File: config.mk
export PLATFORM = sky130hd
export DESIGN_NAME = serial_matmul_ctrl
export DESIGN_NICKNAME = d
export VERILOG_FILES = /design/src/rtl/sm_ctrl_pkg.sv /design/src/rtl/serial_matmul_ctrl.sv
export SDC_FILE = /design/constraint.sdc
export NUM_CORES = 1
export LEC_CHECK = 0
export BUFFER_PORTS_ARGS = -buffer_cell sky130_fd_sc_hd__buf_2
export CORE_MARGIN = 2
export CORE_UTILIZATION = 43
export DETAILED_ROUTE_END_ITERATION = 12
export HOLD_SLACK_MARGIN = 0.02
export PLACE_DENSITY = 0.8
export SYNTH_ARGS = -nofsm -noshare
export SYNTH_HDL_FRONTEND = slang
export SYNTH_SLANG_ARGS = --single-unit
File: constraint.sdc
create_clock -name clk -period 2.6 [get_ports clk]
set_clock_uncertainty 0.1 [all_clocks]
set_input_delay 0.39 -clock clk [delete_from_list [all_inputs] [get_ports clk]]
set_output_delay 0.39 -clock clk [all_outputs]
set_load 0.02 [all_outputs]
File: src/rtl/sm_ctrl_pkg.sv
// Shared definitions for the serial matmul controller: FSM states, command
// opcodes, fixed register map and adder input-select codes.
package sm_ctrl_pkg;

   typedef enum logic [4:0] {
      ST_IDLE,
      ST_CHK,
      ST_CMP,
      ST_REQA,
      ST_WTA,
      ST_REQB,
      ST_WTB,
      ST_MLD,
      ST_MUL,
      ST_ALD,
      ST_ACC,
      ST_PALD,
      ST_PA,
      ST_PBLD,
      ST_PB,
      ST_JLD,
      ST_J,
      ST_RLD,
      ST_RELU,
      ST_RESP
   } sm_state_t;

   localparam logic [6:0] SM_FUNCT_DOT       = 7'h40;
   localparam logic [6:0] SM_FUNCT_LOAD_MASK = 7'h40;

   // Register map used by the DOT sequence.
   localparam int SM_R0 = 0;  // A pointer
   localparam int SM_R1 = 1;  // B pointer
   localparam int SM_R2 = 2;  // {N, M}
   localparam int SM_R3 = 3;  // j
   localparam int SM_R4 = 4;  // accumulator
   localparam int SM_R5 = 5;  // a temp
   localparam int SM_R6 = 6;  // b temp
   localparam int SM_R7 = 7;  // product

   localparam logic [1:0] SM_ADD_A     = 2'd0;
   localparam logic [1:0] SM_ADD_ONE   = 2'd1;
   localparam logic [1:0] SM_ADD_TWO   = 2'd2;
   localparam logic [1:0] SM_ADD_EIGHT = 2'd3;

   function automatic logic sm_is_load_r(input logic [6:0] funct);
      return (funct & SM_FUNCT_LOAD_MASK) == 7'h00;
   endfunction

endpackage

File: src/rtl/serial_matmul_ctrl.sv
// Control FSM for the serial matmul datapath: decodes processor commands,
// sequences the shared write bus and runs the memory-fed ReLU dot product.
module serial_matmul_ctrl
   import sm_ctrl_pkg::*;
#(
   parameter int R_ADDR = 4
) (
   input  logic              clk,
   input  logic              reset_n,
   // All ports use valid/ready: a transfer happens in a cycle where both are
   // high; the source holds valid and its payload steady until that cycle.
   input  logic              cmd_val,
   output logic              cmd_rdy,
   input  logic [6:0]        cmd_inst_funct,
   input  logic [4:0]        cmd_inst_rd,
   output logic              mem_req_val,
   input  logic              mem_req_rdy,
   output logic              mem_req_rw,
   input  logic              mem_resp_val,
   output logic              mem_resp_rdy,
   output logic              resp_val,
   input  logic              resp_rdy,
   output logic [4:0]        resp_rd,
   output logic              src_bus_en,
   output logic              resp_bus_en,
   output logic              add_bus_en,
   output logic              mul_bus_en,
   output logic              relu_bus_en,
   output logic              sws_bus_en,
   output logic              r_wen,
   output logic [R_ADDR-1:0] r_waddr,
   output logic [R_ADDR-1:0] r_raddr0,
   output logic [R_ADDR-1:0] r_raddr1,
   output logic              a_en,
   output logic              b_en,
   output logic [1:0]        add_sel,
   output logic              comp_sel,
   input  logic              a_eq_b,
   output logic              busy,
   output logic [4:0]        state_dbg
);

   localparam logic [R_ADDR-1:0] RA_APTR = R_ADDR'(SM_R0);
   localparam logic [R_ADDR-1:0] RA_BPTR = R_ADDR'(SM_R1);
   localparam logic [R_ADDR-1:0] RA_NM   = R_ADDR'(SM_R2);
   localparam logic [R_ADDR-1:0] RA_J    = R_ADDR'(SM_R3);
   localparam logic [R_ADDR-1:0] RA_ACC  = R_ADDR'(SM_R4);
   localparam logic [R_ADDR-1:0] RA_ATMP = R_ADDR'(SM_R5);
   localparam logic [R_ADDR-1:0] RA_BTMP = R_ADDR'(SM_R6);
   localparam logic [R_ADDR-1:0] RA_PROD = R_ADDR'(SM_R7);

   sm_state_t state;
   sm_state_t state_next;
   logic      dot_accept;

   always_ff @(posedge clk) begin
      if (!reset_n) begin
         state   <= ST_IDLE;
         resp_rd <= '0;
      end else begin
         state <= state_next;
         if (dot_accept) begin
            resp_rd <= cmd_inst_rd;
         end
      end
   end

   assign mem_req_rw = 1'b0;
   assign sws_bus_en = 1'b0;
   assign comp_sel   = 1'b0;
   assign busy       = (state != ST_IDLE);
   assign state_dbg  = state;

   always_comb begin
      state_next   = state;
      dot_accept   = 1'b0;
      cmd_rdy      = 1'b0;
      mem_req_val  = 1'b0;
      mem_resp_rdy = 1'b0;
      resp_val     = 1'b0;
      src_bus_en   = 1'b0;
      resp_bus_en  = 1'b0;
      add_bus_en   = 1'b0;
      mul_bus_en   = 1'b0;
      relu_bus_en  = 1'b0;
      r_wen        = 1'b0;
      r_waddr      = '0;
      r_raddr0     = '0;
      r_raddr1     = '0;
      a_en         = 1'b0;
      b_en         = 1'b0;
      add_sel      = SM_ADD_A;

      unique case (state)
         ST_IDLE: begin
            cmd_rdy = 1'b1;
            // LOAD_R writes straight from the command source in the accept
            // cycle; unknown opcodes with funct[6] set are simply consumed.
            if (cmd_val) begin
               if (sm_is_load_r(cmd_inst_funct)) begin
                  src_bus_en = 1'b1;
                  r_wen      = 1'b1;
                  r_waddr    = R_ADDR'(cmd_inst_funct[3:0]);
               end else if (cmd_inst_funct == SM_FUNCT_DOT) begin
                  dot_accept = 1'b1;
                  state_next = ST_CHK;
               end
            end
         end

         ST_CHK: begin
            r_raddr0   = RA_NM;
            r_raddr1   = RA_J;
            a_en       = 1'b1;
            b_en       = 1'b1;
            state_next = ST_CMP;
         end

         ST_CMP: begin
            state_next = a_eq_b ? ST_RLD : ST_REQA;
         end

         ST_REQA: begin
            mem_req_val = 1'b1;
            r_raddr0    = RA_APTR;
            if (mem_req_rdy) begin
               state_next = ST_WTA;
            end
         end

         ST_WTA: begin
            mem_resp_rdy = 1'b1;
            if (mem_resp_val) begin
               resp_bus_en = 1'b1;
               r_wen       = 1'b1;
               r_waddr     = RA_ATMP;
               state_next  = ST_REQB;
            end
         end

         ST_REQB: begin
            mem_req_val = 1'b1;
            r_raddr0    = RA_BPTR;
            if (mem_req_rdy) begin
               state_next = ST_WTB;
            end
         end

         ST_WTB: begin
            mem_resp_rdy = 1'b1;
            if (mem_resp_val) begin
               resp_bus_en = 1'b1;
               r_wen       = 1'b1;
               r_waddr     = RA_BTMP;
               state_next  = ST_MLD;
            end
         end

         ST_MLD: begin
            r_raddr0   = RA_ATMP;
            r_raddr1   = RA_BTMP;
            a_en       = 1'b1;
            b_en       = 1'b1;
            state_next = ST_MUL;
         end

         ST_MUL: begin
            mul_bus_en = 1'b1;
            r_wen      = 1'b1;
            r_waddr    = RA_PROD;
            state_next = ST_ALD;
         end

         ST_ALD: begin
            r_raddr0   = RA_ACC;
            r_raddr1   = RA_PROD;
            a_en       = 1'b1;
            b_en       = 1'b1;
            state_next = ST_ACC;
         end

         ST_ACC: begin
            add_sel    = SM_ADD_A;
            add_bus_en = 1'b1;
            r_wen      = 1'b1;
            r_waddr    = RA_ACC;
            state_next = ST_PALD;
         end

         // Pointer and index bumps only load B; the adder's other input is
         // a constant selected by add_sel.
         ST_PALD: begin
            r_raddr1   = RA_APTR;
            b_en       = 1'b1;
            state_next = ST_PA;
         end

         ST_PA: begin
            add_sel    = SM_ADD_EIGHT;
            add_bus_en = 1'b1;
            r_wen      = 1'b1;
            r_waddr    = RA_APTR;
            state_next = ST_PBLD;
         end

         ST_PBLD: begin
            r_raddr1   = RA_BPTR;
            b_en       = 1'b1;
            state_next = ST_PB;
         end

         ST_PB: begin
            add_sel    = SM_ADD_EIGHT;
            add_bus_en = 1'b1;
            r_wen      = 1'b1;
            r_waddr    = RA_BPTR;
            state_next = ST_JLD;
         end

         ST_JLD: begin
            r_raddr1   = RA_J;
            b_en       = 1'b1;
            state_next = ST_J;
         end

         ST_J: begin
            add_sel    = SM_ADD_ONE;
            add_bus_en = 1'b1;
            r_wen      = 1'b1;
            r_waddr    = RA_J;
            state_next = ST_CHK;
         end

         ST_RLD: begin
            r_raddr1   = RA_ACC;
            b_en       = 1'b1;
            state_next = ST_RELU;
         end

         ST_RELU: begin
            relu_bus_en = 1'b1;
            r_wen       = 1'b1;
            r_waddr     = RA_ACC;
            state_next  = ST_RESP;
         end

         ST_RESP: begin
            resp_val = 1'b1;
            if (resp_rdy) begin
               state_next = ST_IDLE;
            end
         end

         default: begin
            state_next = ST_IDLE;
         end
      endcase
   end

endmodule

==> reports/qor.yml, run 1 <==
run_status:
  status: "finished, final reports clean"
global_route:
  antenna_found_initial: 0
  grt_use_total_pct: 20.33
  grt_pass1_wl_mm: 4.202
  grt_max_degree: 26
  overflow: 0
  grt_pass1_vias: 954
logic_synthesis:
  avgSynthCellArea_um2: 7.330
  yosys.area.top_type: "dfxtp_1"
  synth_ff_type: "dfxtp_1"
  yosysSeqAreaShare_pct: 20.38
  ys_ff_latch: 10
  ys_warn_count: 0
  synthCells: 134
  synth.top_cells.by_area: "dfxtp_1, nor2b_1, a21oi_1, mux2i_1, nor2_1"
  synth_common_cells: "nor2_1, a21oi_1, nor2b_1"
  synth_edf_count: 0
  syn_area_um2: 982.2
  yosys.area.top_type_share_pct: 20.38
  ys_types: 43
  yosysMostFrequentCell: "nor2_1"
  ys_async_sr_fraction_pct: 0
clock_tree:
  cts_buffers: 3
  h-tree-depth: 1
  cts_sinks: 10
  insertion_delay_ns: 0.27
  clock_path_buffers: 2
  cts_tree: "yes"
  clkTransAtPathRegs_ns: 0.07
  clockRootBuffer: "clkbuf_4"
  cts_hold_buffers: 0
final_layout:
  layout.nets: 200
  finalInstanceArea_mm2: 0.001257
  area_growth_pct: 28.03
  antenna_cells: 0
  drive_above_1_share_pct: 35.20
floorplan:
  die_x_um: 51.79
  start_util_pct: 44.83
  pin_count: 59
  dieHeight_um: 51.79
  rows: 17
  die-area_mm2: 0.002682
  coreArea_mm2: 0.002191
timing:
  tightest_slew_ns: 0.5850
  period_needed_ns: 2.360
  maxSlewHeadroom_pct: 60.95
  drv_slew: 0
  fmax_mhz: 423.7
  fin_crit_sh_pct: 90.78
  setup_viol: 0
  finalSetupTns_ns: 0
  finalHoldViolCount: 0
  rsz0062_at_grt: "false"
drt:
  wl_per_cell_um: 12.84
  initialDrtViolationCount: 27
  drt.antenna.violating_nets: 0
  vias: 1132
  wirelength_mm: 2.658
  firstDrtPassIters: 4
  via_per_inst: 5.469
  drc_errors: 0
critical_path:
  cp_cell_sequence: "inv_1 -> nand3_1 -> nor3b_4 -> o21bai_1 -> buf_2"
  rr_startpoint: "state_dbg[1]"
  cp-start-kind: "flop"
  required_ns: 2.11
  cp_slowest_cell: "dfxtp_1"
  crit_path_end_kind: "output pin"
  cp.arrival_ns: 1.87
  reg2reg_slack_ns: 0.46
  path_class: "flop to output pin"
  reg2reg_depth: 4
  crit_end: "r_wen"
  worstReg2RegEnd: "resp_rd[4]"
  startpoint: "state_dbg[3]"
  cp_max_fo: 18
  critical-path-max-stage-delay_ns: 0.49
power_and_ir_drop:
  internal_power_uw: 228.9
  comb_power_share_pct: 16.3
  leakagePower_nw: 0.5863
  ir_drop_mv: 0.2846
  power_density_mw_per_mm2: 247.3
  power_switching_share_pct: 26.39
  p_sw_uw: 82.07
  seq_power_share_pct: 49.4
  clockPowerShare_pct: 34.3
  power_uw: 311.0
placed_design:
  dp_hpwl_mm: 2.049
  place_congestion: 0.8619
  portBuffers: 53
  place_area_mm2: 0.001227
worst_hold_path:
  hp-class: "input pin to flop"
job:
  maxCapViolations: 0
## kinds of logic after synthesis
logic type	count (synthesis)	synth area share [%]
simple gates	62	37.96
compound gates	33	23.06
buf+inv	20	10.32
flops	10	20.38
mux	6	6.115
xor+xnor	2	1.784
other cells	1	0.3818
## registers in the layout, indices dropped and copies added (netlist names)
signal,count
state_dbg,5
resp_rd,5
## how the worst min path moves through the flow
| stage | from | to | slack (ns) | cells past startpoint |
|---|---|---|---|---|
| after floorplan | reset_n | state_dbg[1] | 0.43 | 2 |
| after global placement | resp_rd[4] | resp_rd[4] | 0.39 | 2 |
| after detailed placement | resp_rd[2] | resp_rd[2] | 0.41 | 2 |
| after CTS | cmd_inst_rd[3] | resp_rd[3] | 0.28 | 3 |
| after global routing | cmd_inst_rd[3] | resp_rd[3] | 0.28 | 3 |
| final | cmd_inst_rd[3] | resp_rd[3] | 0.28 | 3 |
## cells in the final DEF, fill, tap and decap left out, types with 2 or more instances in the layout
master / count
a21boi_1: 2
a21oi_1: 12
a32oi_1: 2
and2_1: 2
buf_2: 53
buf_4: 2
clkbuf_4: 3
conb_1: 5
dfxtp_1: 9
inv_1: 3
mux2i_1: 6
nand2_1: 5
nand2b_1: 5
nand3_1: 2
nor2_1: 13
nor2b_1: 12
nor3_1: 7
nor3b_1: 3
nor4_1: 2
nor4b_1: 2
o21a_1: 3
o21bai_1: 2
o2bb2ai_1: 3
## final cells by class
cell class / count / area (um^2)
Clock buffer: 3 / 22.52
Fill cell: 214 / 933.4
Tap cell: 28 / 35.03
Timing Repair Buffer: 55 / 280.3
Multi-Input combinational cell: 108 / 706.9
Inverter: 3 / 11.26
Sequential cell: 10 / 201.4
## critical path, delay by kind of cell (launching register included)
family | cells | cell delay, ns
AOI/OAI and AO/OA | 1 | 0.15
buffers and inverters | 2 | 0.44
DFF | 1 | 0.49
and+or+nand+nor | 2 | 0.52
## through the flow
step | instances | util [%] | setup slack, ns | hold WS [ns]
after floorplan | 138 | - | 0.2689 | 0.4293
after CTS | 207 | 57.05 | 0.1232 | 0.2802
after global routing | 207 | 57.40 | 0.1097 | 0.2809
final | 207 | 57.40 | 0.2398 | 0.2828
after global placement | 204 | 56.03 | 0.4853 | 0.3918
after detailed placement | 204 | 56.03 | 0.3947 | 0.4086
## what timing repair did
item                                    CTS  global route
endpoints found under the setup margin    0             7
buffers inserted                          0             0
resized for setup                         0             2
## power by group through the flow
stage          clock network, mW  registers, mW  logic [mW]
2_1_floorplan                  0          0.157      0.0331
3_3_place_gp                   0          0.157      0.0485
3_5_place_dp                   0          0.157      0.0496
4_1_cts                    0.110          0.154      0.0497
5_1_grt                    0.118          0.154      0.0553
6_report                   0.107          0.154      0.0508
## routing by layer
| layer | global-route usage (%) | routed length, um |
|---|---|---|
| met2 | 34.62 | 1312 |
| met3 | 4.023 | 171 |
| met4 | 3.947 | 0 |
| met1 | 26.63 | 1174 |
| met5 | 0 | 0 |
Power figures use the tool's default switching activity.
==> run 2: changes to the inputs <==
--- a/config.mk
+++ b/config.mk
@@ -6,8 +6,10 @@
 export NUM_CORES = 1
 export LEC_CHECK = 0
 export BUFFER_PORTS_ARGS = -buffer_cell sky130_fd_sc_hd__buf_2
+export CELL_PAD_IN_SITES_DETAIL_PLACEMENT = 1
+export CELL_PAD_IN_SITES_GLOBAL_PLACEMENT = 1
 export CORE_MARGIN = 2
-export CORE_UTILIZATION = 43
+export CORE_UTILIZATION = 29
 export DETAILED_ROUTE_END_ITERATION = 12
 export HOLD_SLACK_MARGIN = 0.02
 export PLACE_DENSITY = 0.8
==> reports/qor.yml, run 2 (synthesis results as in run 1) <==
timing:
  tightest_slew_ns: 0.5821  # was 0.5850 ns
  drv_slew: 0  # unchanged
  period_needed_ns: 2.452  # was 2.360 ns
  setup_viol: 0  # unchanged
  fin_crit_sh_pct: 94.31  # was 90.78%
  maxSlewHeadroom_pct: 61.14  # was 60.95%
  finalHoldViolCount: 0  # unchanged
  rsz0062_at_grt: "false"  # unchanged
  fmax_mhz: 407.8  # was 423.7 MHz
  holdWs_ns: 0.2924  # was 0.2828 ns
  finalSetupTns_ns: 0  # unchanged
drt:
  vias: 1164  # was 1132
  firstDrtPassIters: 4  # unchanged
  drt.antenna.violating_nets: 0  # unchanged
  drc_errors: 0  # unchanged
  initialDrtViolationCount: 44  # was 27
  via_per_inst: 5.105  # was 5.469
  wirelength_mm: 3.284  # was 2.658 mm
  wl_per_cell_um: 14.40  # was 12.84 um
final_layout:
  layout.nets: 202  # was 200
  mostFrequentLayoutCells: "buf_2, nor2_1, nor2b_1, a21oi_1, dfxtp_1"  # unchanged
  n_fill_cell: 432  # was 214
  drive_above_1_share_pct: 35.71  # was 35.20%
  finalInstanceArea_mm2: 0.001301  # was 0.001257 mm^2
  antenna_cells: 0  # unchanged
  utilization_pct: 39.62  # was 57.40%
  area_growth_pct: 32.48  # was 28.03%
  final_common_cell: "buf_2"  # unchanged
clock_tree:
  clock_path_buffers: 2  # unchanged
  cts_tree: "yes"  # unchanged
  clkTransAtPathRegs_ns: 0.07  # about the same
  cts-resized-gates: 0  # unchanged
  insertion_delay_ns: 0.26  # was 0.27 ns
  clockRootBuffer: "clkbuf_4"  # unchanged
  cts_sinks: 10  # unchanged
  postCtsSetupBuffers: 0  # unchanged
  cts_hold_buffers: 0  # unchanged
  h-tree-depth: 1  # unchanged
  cts_buffers: 3  # unchanged
critical_path:
  reg2reg_depth: 4  # unchanged
  reg2reg_slack_ns: 0.47  # was 0.46 ns
  cp.arrival_ns: 1.96  # was 1.87 ns
  required_ns: 2.11  # about the same
  cp_max_fo: 18  # unchanged
  cp_cell_sequence: "buf_4 -> nand2b_1 -> nor2_1 -> a21oi_1 -> o2bb2ai_1 -> buf_2"  # was inv_1 -> nand3_1 -> nor3b_4 -> o21bai_1 -> buf_2
  cp_slowest_cell: "dfxtp_1"  # unchanged
  crit_path_end_kind: "output pin"  # unchanged
  cp-start-kind: "flop"  # unchanged
  path_class: "flop to output pin"  # unchanged
  worstReg2RegEnd: "resp_rd[4]"  # unchanged
  critical-path-max-stage-delay_ns: 0.53  # was 0.49 ns
  rr_startpoint: "state_dbg[2]"  # was state_dbg[1]
  crit_buf_inv: 2  # unchanged
  crit_family: "flip-flops"  # was simple AND/OR/NAND/NOR gates
global_route:
  grt_pass1_wl_mm: 5.451  # was 4.202 mm
  overflow: 0  # unchanged
  grt_max_degree: 19  # was 26
  grt_pass1_vias: 1146  # was 954
  antenna_found_initial: 0  # unchanged
  grt_use_total_pct: 16.69  # was 20.33%
placed_design:
  portBuffers: 53  # unchanged
  place_congestion: 0.8772  # was 0.8619
  dp_hpwl_mm: 2.614  # was 2.049 mm
  place_area_mm2: 0.001265  # was 0.001227 mm^2
floorplan:
  dieHeight_um: 62.20  # was 51.79 um
  start_util_pct: 29.90  # was 44.83%
  pin_count: 59  # unchanged
  coreArea_mm2: 0.003284  # was 0.002191 mm^2
  die_x_um: 62.20  # was 51.79 um
  rows: 21  # was 17
  die-area_mm2: 0.003868  # was 0.002682 mm^2
job:
  maxCapViolations: 0  # unchanged
worst_hold_path:
  hold_start: "cmd_inst_rd[2]"  # was cmd_inst_rd[3]
  whs_path_depth: 3  # unchanged
  hp-class: "input pin to flop"  # unchanged
  holdPathEnd: "resp_rd[2]"  # was resp_rd[3]
power_and_ir_drop:
  power_uw: 342.4  # was 311.0 uW
  leakagePower_nw: 0.6034  # was 0.5863 nW
  power_density_mw_per_mm2: 263.1  # was 247.3 mW/mm^2
  ir_drop_mv: 0.2001  # was 0.2846 mV
run_status:
  status: "finished, final reports clean"  # unchanged
-- run 2: cell types whose count changed in the layout (fill, tap and decap cells not counted), sizes merged --
cell / delta
buf: +2
clkbuf: +1
-- run 2: power by group --
part	leakage [nW]	switching, mW	internal (mW)
sequential	0.0805	0.000295	0.153
clock	0.0210	0.0534	0.0849
combinational	0.502	0.0290	0.0214
-- run 2: per-stage QoR --
step                instances  setup WS (ns)
finish                    228         0.1479
global route              228        0.05802
CTS                       228         0.1738
detailed placement        224         0.4725
global placement          224         0.5396
floorplan                 138         0.2689
-- run 2: worst max-delay path by stage --
| stage | startpoint | to | cells after the start |
|---|---|---|---|
| global placement | cmd_inst_funct[1] | resp_rd[0] | 5 |
| finish | state_dbg[4] | r_waddr[0] | 6 |
| CTS | state_dbg[4] | r_waddr[0] | 6 |
| detailed placement | state_dbg[4] | r_waddr[0] | 6 |
| global route | state_dbg[2] | r_wen | 5 |
| floorplan | state_dbg[3] | r_waddr[3] | 5 |
-- run 2: per-layer routing --
metal / vias to the layer above / track usage, % / wire (um)
li1: 566 / - / -
met4: 0 / 2.778 / 13
met2: 35 / 30.98 / 1707
met5: - / 0 / 0
met1: 561 / 20.58 / 1423
met3: 2 / 2.536 / 140
-- run 2: final cells by class --
class	count	area, um^2	share of cell area, %
multi-input combinational	108	700.7	53.85
inverter	3	11.26	0.8654
sequential	10	200.2	15.38
tap	46	57.56	4.423
timing repair buffer	57	295.3	22.69
clock buffer	4	36.28	2.788
-- run 2: worst min-delay path, stage by stage --
cell and delay, ns:
buf_2 0.08, mux2i_1 0.06, nor2b_1 0.09
==> run 3: changes to the inputs <==
--- a/config.mk
+++ b/config.mk
@@ -9,10 +9,11 @@
 export CELL_PAD_IN_SITES_DETAIL_PLACEMENT = 1
 export CELL_PAD_IN_SITES_GLOBAL_PLACEMENT = 1
 export CORE_MARGIN = 2
-export CORE_UTILIZATION = 29
+export CORE_UTILIZATION = 30
+export CTS_BUF_LIST = sky130_fd_sc_hd__clkbuf_8
 export DETAILED_ROUTE_END_ITERATION = 12
 export HOLD_SLACK_MARGIN = 0.02
-export PLACE_DENSITY = 0.8
+export PLACE_DENSITY = 0.82
 export SYNTH_ARGS = -nofsm -noshare
 export SYNTH_HDL_FRONTEND = slang
 export SYNTH_SLANG_ARGS = --single-unit
==> reports/qor.yml, run 3 (synthesis results as in run 1) <==
timing:
  finalHoldViolCount: 0  # unchanged
  setup_viol: 0  # unchanged
  drv_slew: 0  # unchanged
  finalSetupTns_ns: 0  # unchanged
  period_needed_ns: 2.398  # was 2.452 ns
  rsz0062_at_grt: "false"  # unchanged
  tightest_slew_ns: 0.6167  # was 0.5821 ns
  fmax_mhz: 417.1  # was 407.8 MHz
  maxSlewHeadroom_pct: 58.83  # was 61.14%
  fin_crit_sh_pct: 92.22  # was 94.31%
  fin_ws_ns: 0.2024  # was 0.1479 ns
  holdWs_ns: 0.3148  # was 0.2924 ns
floorplan:
  die-area_mm2: 0.003748  # was 0.003868 mm^2
  start_util_pct: 31.91  # was 29.90%
  coreArea_mm2: 0.003078  # was 0.003284 mm^2
  dieHeight_um: 61.22  # was 62.20 um
  rows: 20  # was 21
  die_x_um: 61.22  # was 62.20 um
  pin_count: 59  # unchanged
global_route:
  grt_use_total_pct: 17.67  # was 16.69%
  grt_pass1_vias: 1125  # was 1146
  grt_pass1_wl_mm: 5.023  # was 5.451 mm
  grt_max_degree: 26  # was 19
  overflow: 0  # unchanged
  antenna_found_initial: 0  # unchanged
clock_tree:
  clock_path_buffers: 2  # unchanged
  cts_sinks: 10  # unchanged
  clkTransAtPathRegs_ns: 0.05  # was 0.07 ns
  clockRootBuffer: "clkbuf_8"  # was clkbuf_4
  postCtsSetupBuffers: 0  # unchanged
  h-tree-depth: 1  # unchanged
  cts-resized-gates: 0  # unchanged
  insertion_delay_ns: 0.24  # was 0.26 ns
  cts_buffers: 3  # unchanged
  cts_tree: "yes"  # unchanged
  cts_hold_buffers: 0  # unchanged
final_layout:
  drive_above_1_share_pct: 35.56  # was 35.71%
  mostFrequentLayoutCells: "buf_2, nor2_1, nor2b_1, a21oi_1, dfxtp_1"  # unchanged
  layout.nets: 200  # was 202
  n_fill_cell: 422  # was 432
  area_growth_pct: 32.74  # was 32.48%
  utilization_pct: 42.36  # was 39.62%
  antenna_cells: 0  # unchanged
  final_common_cell: "buf_2"  # unchanged
power_and_ir_drop:
  power_density_mw_per_mm2: 310.4  # was 263.1 mW/mm^2
  leakagePower_nw: 0.6008  # was 0.6034 nW
  ir_drop_mv: 0.1470  # was 0.2001 mV
  power_uw: 404.7  # was 342.4 uW
critical_path:
  rr_startpoint: "state_dbg[1]"  # was state_dbg[2]
  reg2reg_depth: 4  # unchanged
  path_class: "flop to output pin"  # unchanged
  required_ns: 2.11  # about the same
  reg2reg_slack_ns: 0.42  # was 0.47 ns
  cp.arrival_ns: 1.91  # was 1.96 ns
  cp-start-kind: "flop"  # unchanged
  cp_max_fo: 18  # unchanged
  crit_path_end_kind: "output pin"  # unchanged
  worstReg2RegEnd: "resp_rd[4]"  # unchanged
drt:
  drc_errors: 0  # unchanged
  wirelength_mm: 3.299  # was 3.284 mm
  initialDrtViolationCount: 16  # was 44
  firstDrtPassIters: 4  # unchanged
  wl_per_cell_um: 14.73  # was 14.40 um
  top_layer: "met4"  # unchanged
  via_per_inst: 5.125  # was 5.105
  drt.antenna.violating_nets: 0  # unchanged
  routed-wl-met3_um: 151  # was 140 um
  dr_wl_met2_mm: 1.689  # was 1.707 mm
  met1Wirelength_mm: 1.421  # was 1.423 mm
  vias: 1148  # was 1164
placed_design:
  place_congestion: 0.7825  # was 0.8772
  dp_hpwl_mm: 2.521  # was 2.614 mm
  pre_cts_ws_ns: 0.3480  # was 0.4725 ns
  portBuffers: 53  # unchanged
worst_hold_path:
  hp-class: "input pin to flop"  # unchanged
  holdPathEnd: "resp_rd[3]"  # was resp_rd[2]
  hold_start: "cmd_inst_rd[3]"  # was cmd_inst_rd[2]
  whs_path_depth: 3  # unchanged
run_status:
  status: "finished, final reports clean"  # unchanged
job:
  maxCapViolations: 0  # unchanged
-- run 3: stage by stage --
stage / std cells / cell area (um^2)
after floorplan: 138 / 1002
after global placement: 220 / 1247
after detailed placement: 220 / 1247
after CTS: 224 / 1303
after global routing: 224 / 1304
final: 224 / 1304
-- run 3: power breakdown --
part	total [mW]	switching (mW)	internal, mW
combinational	0.0507	0.0292	0.0215
sequential	0.154	0.000300	0.154
clock	0.200	0.0664	0.134
-- run 3: area by class of cell --
| type | count | area [um^2] | area share (%) |
|---|---|---|---|
| clock buffer | 4 | 55.05 | 4.223 |
| inverter | 3 | 11.26 | 0.8637 |
| multi-input combinational | 108 | 700.7 | 53.74 |
| sequential | 10 | 201.4 | 15.45 |
| tap | 44 | 55.05 | 4.223 |
| timing repair buffer | 55 | 280.3 | 21.50 |
-- run 3: worst max-delay path: stages, from the launching register on --
cell	delay, ns
dfxtp_1	0.50
inv_1	0.29
nand3_1	0.18
nor3b_2	0.37
o21bai_1	0.16
buf_2	0.17
-- run 3: worst max-delay path by stage --
| stage | startpoint | end | cells after the start |
|---|---|---|---|
| after floorplan | state_dbg[3] | r_waddr[3] | 5 |
| after global placement | state_dbg[2] | resp_rd[1] | 4 |
| after detailed placement | state_dbg[2] | resp_rd[4] | 4 |
| after CTS | state_dbg[2] | r_waddr[1] | 5 |
| after global routing | state_dbg[3] | r_waddr[1] | 5 |
| final | state_dbg[3] | r_wen | 5 |
-- run 3: per-layer routing --
metal	vias to the layer above	GRT usage, %
li1	562	-
met1	552	20.41
met2	30	33.13
met3	4	1.681
met4	0	6.832
met5	-	0
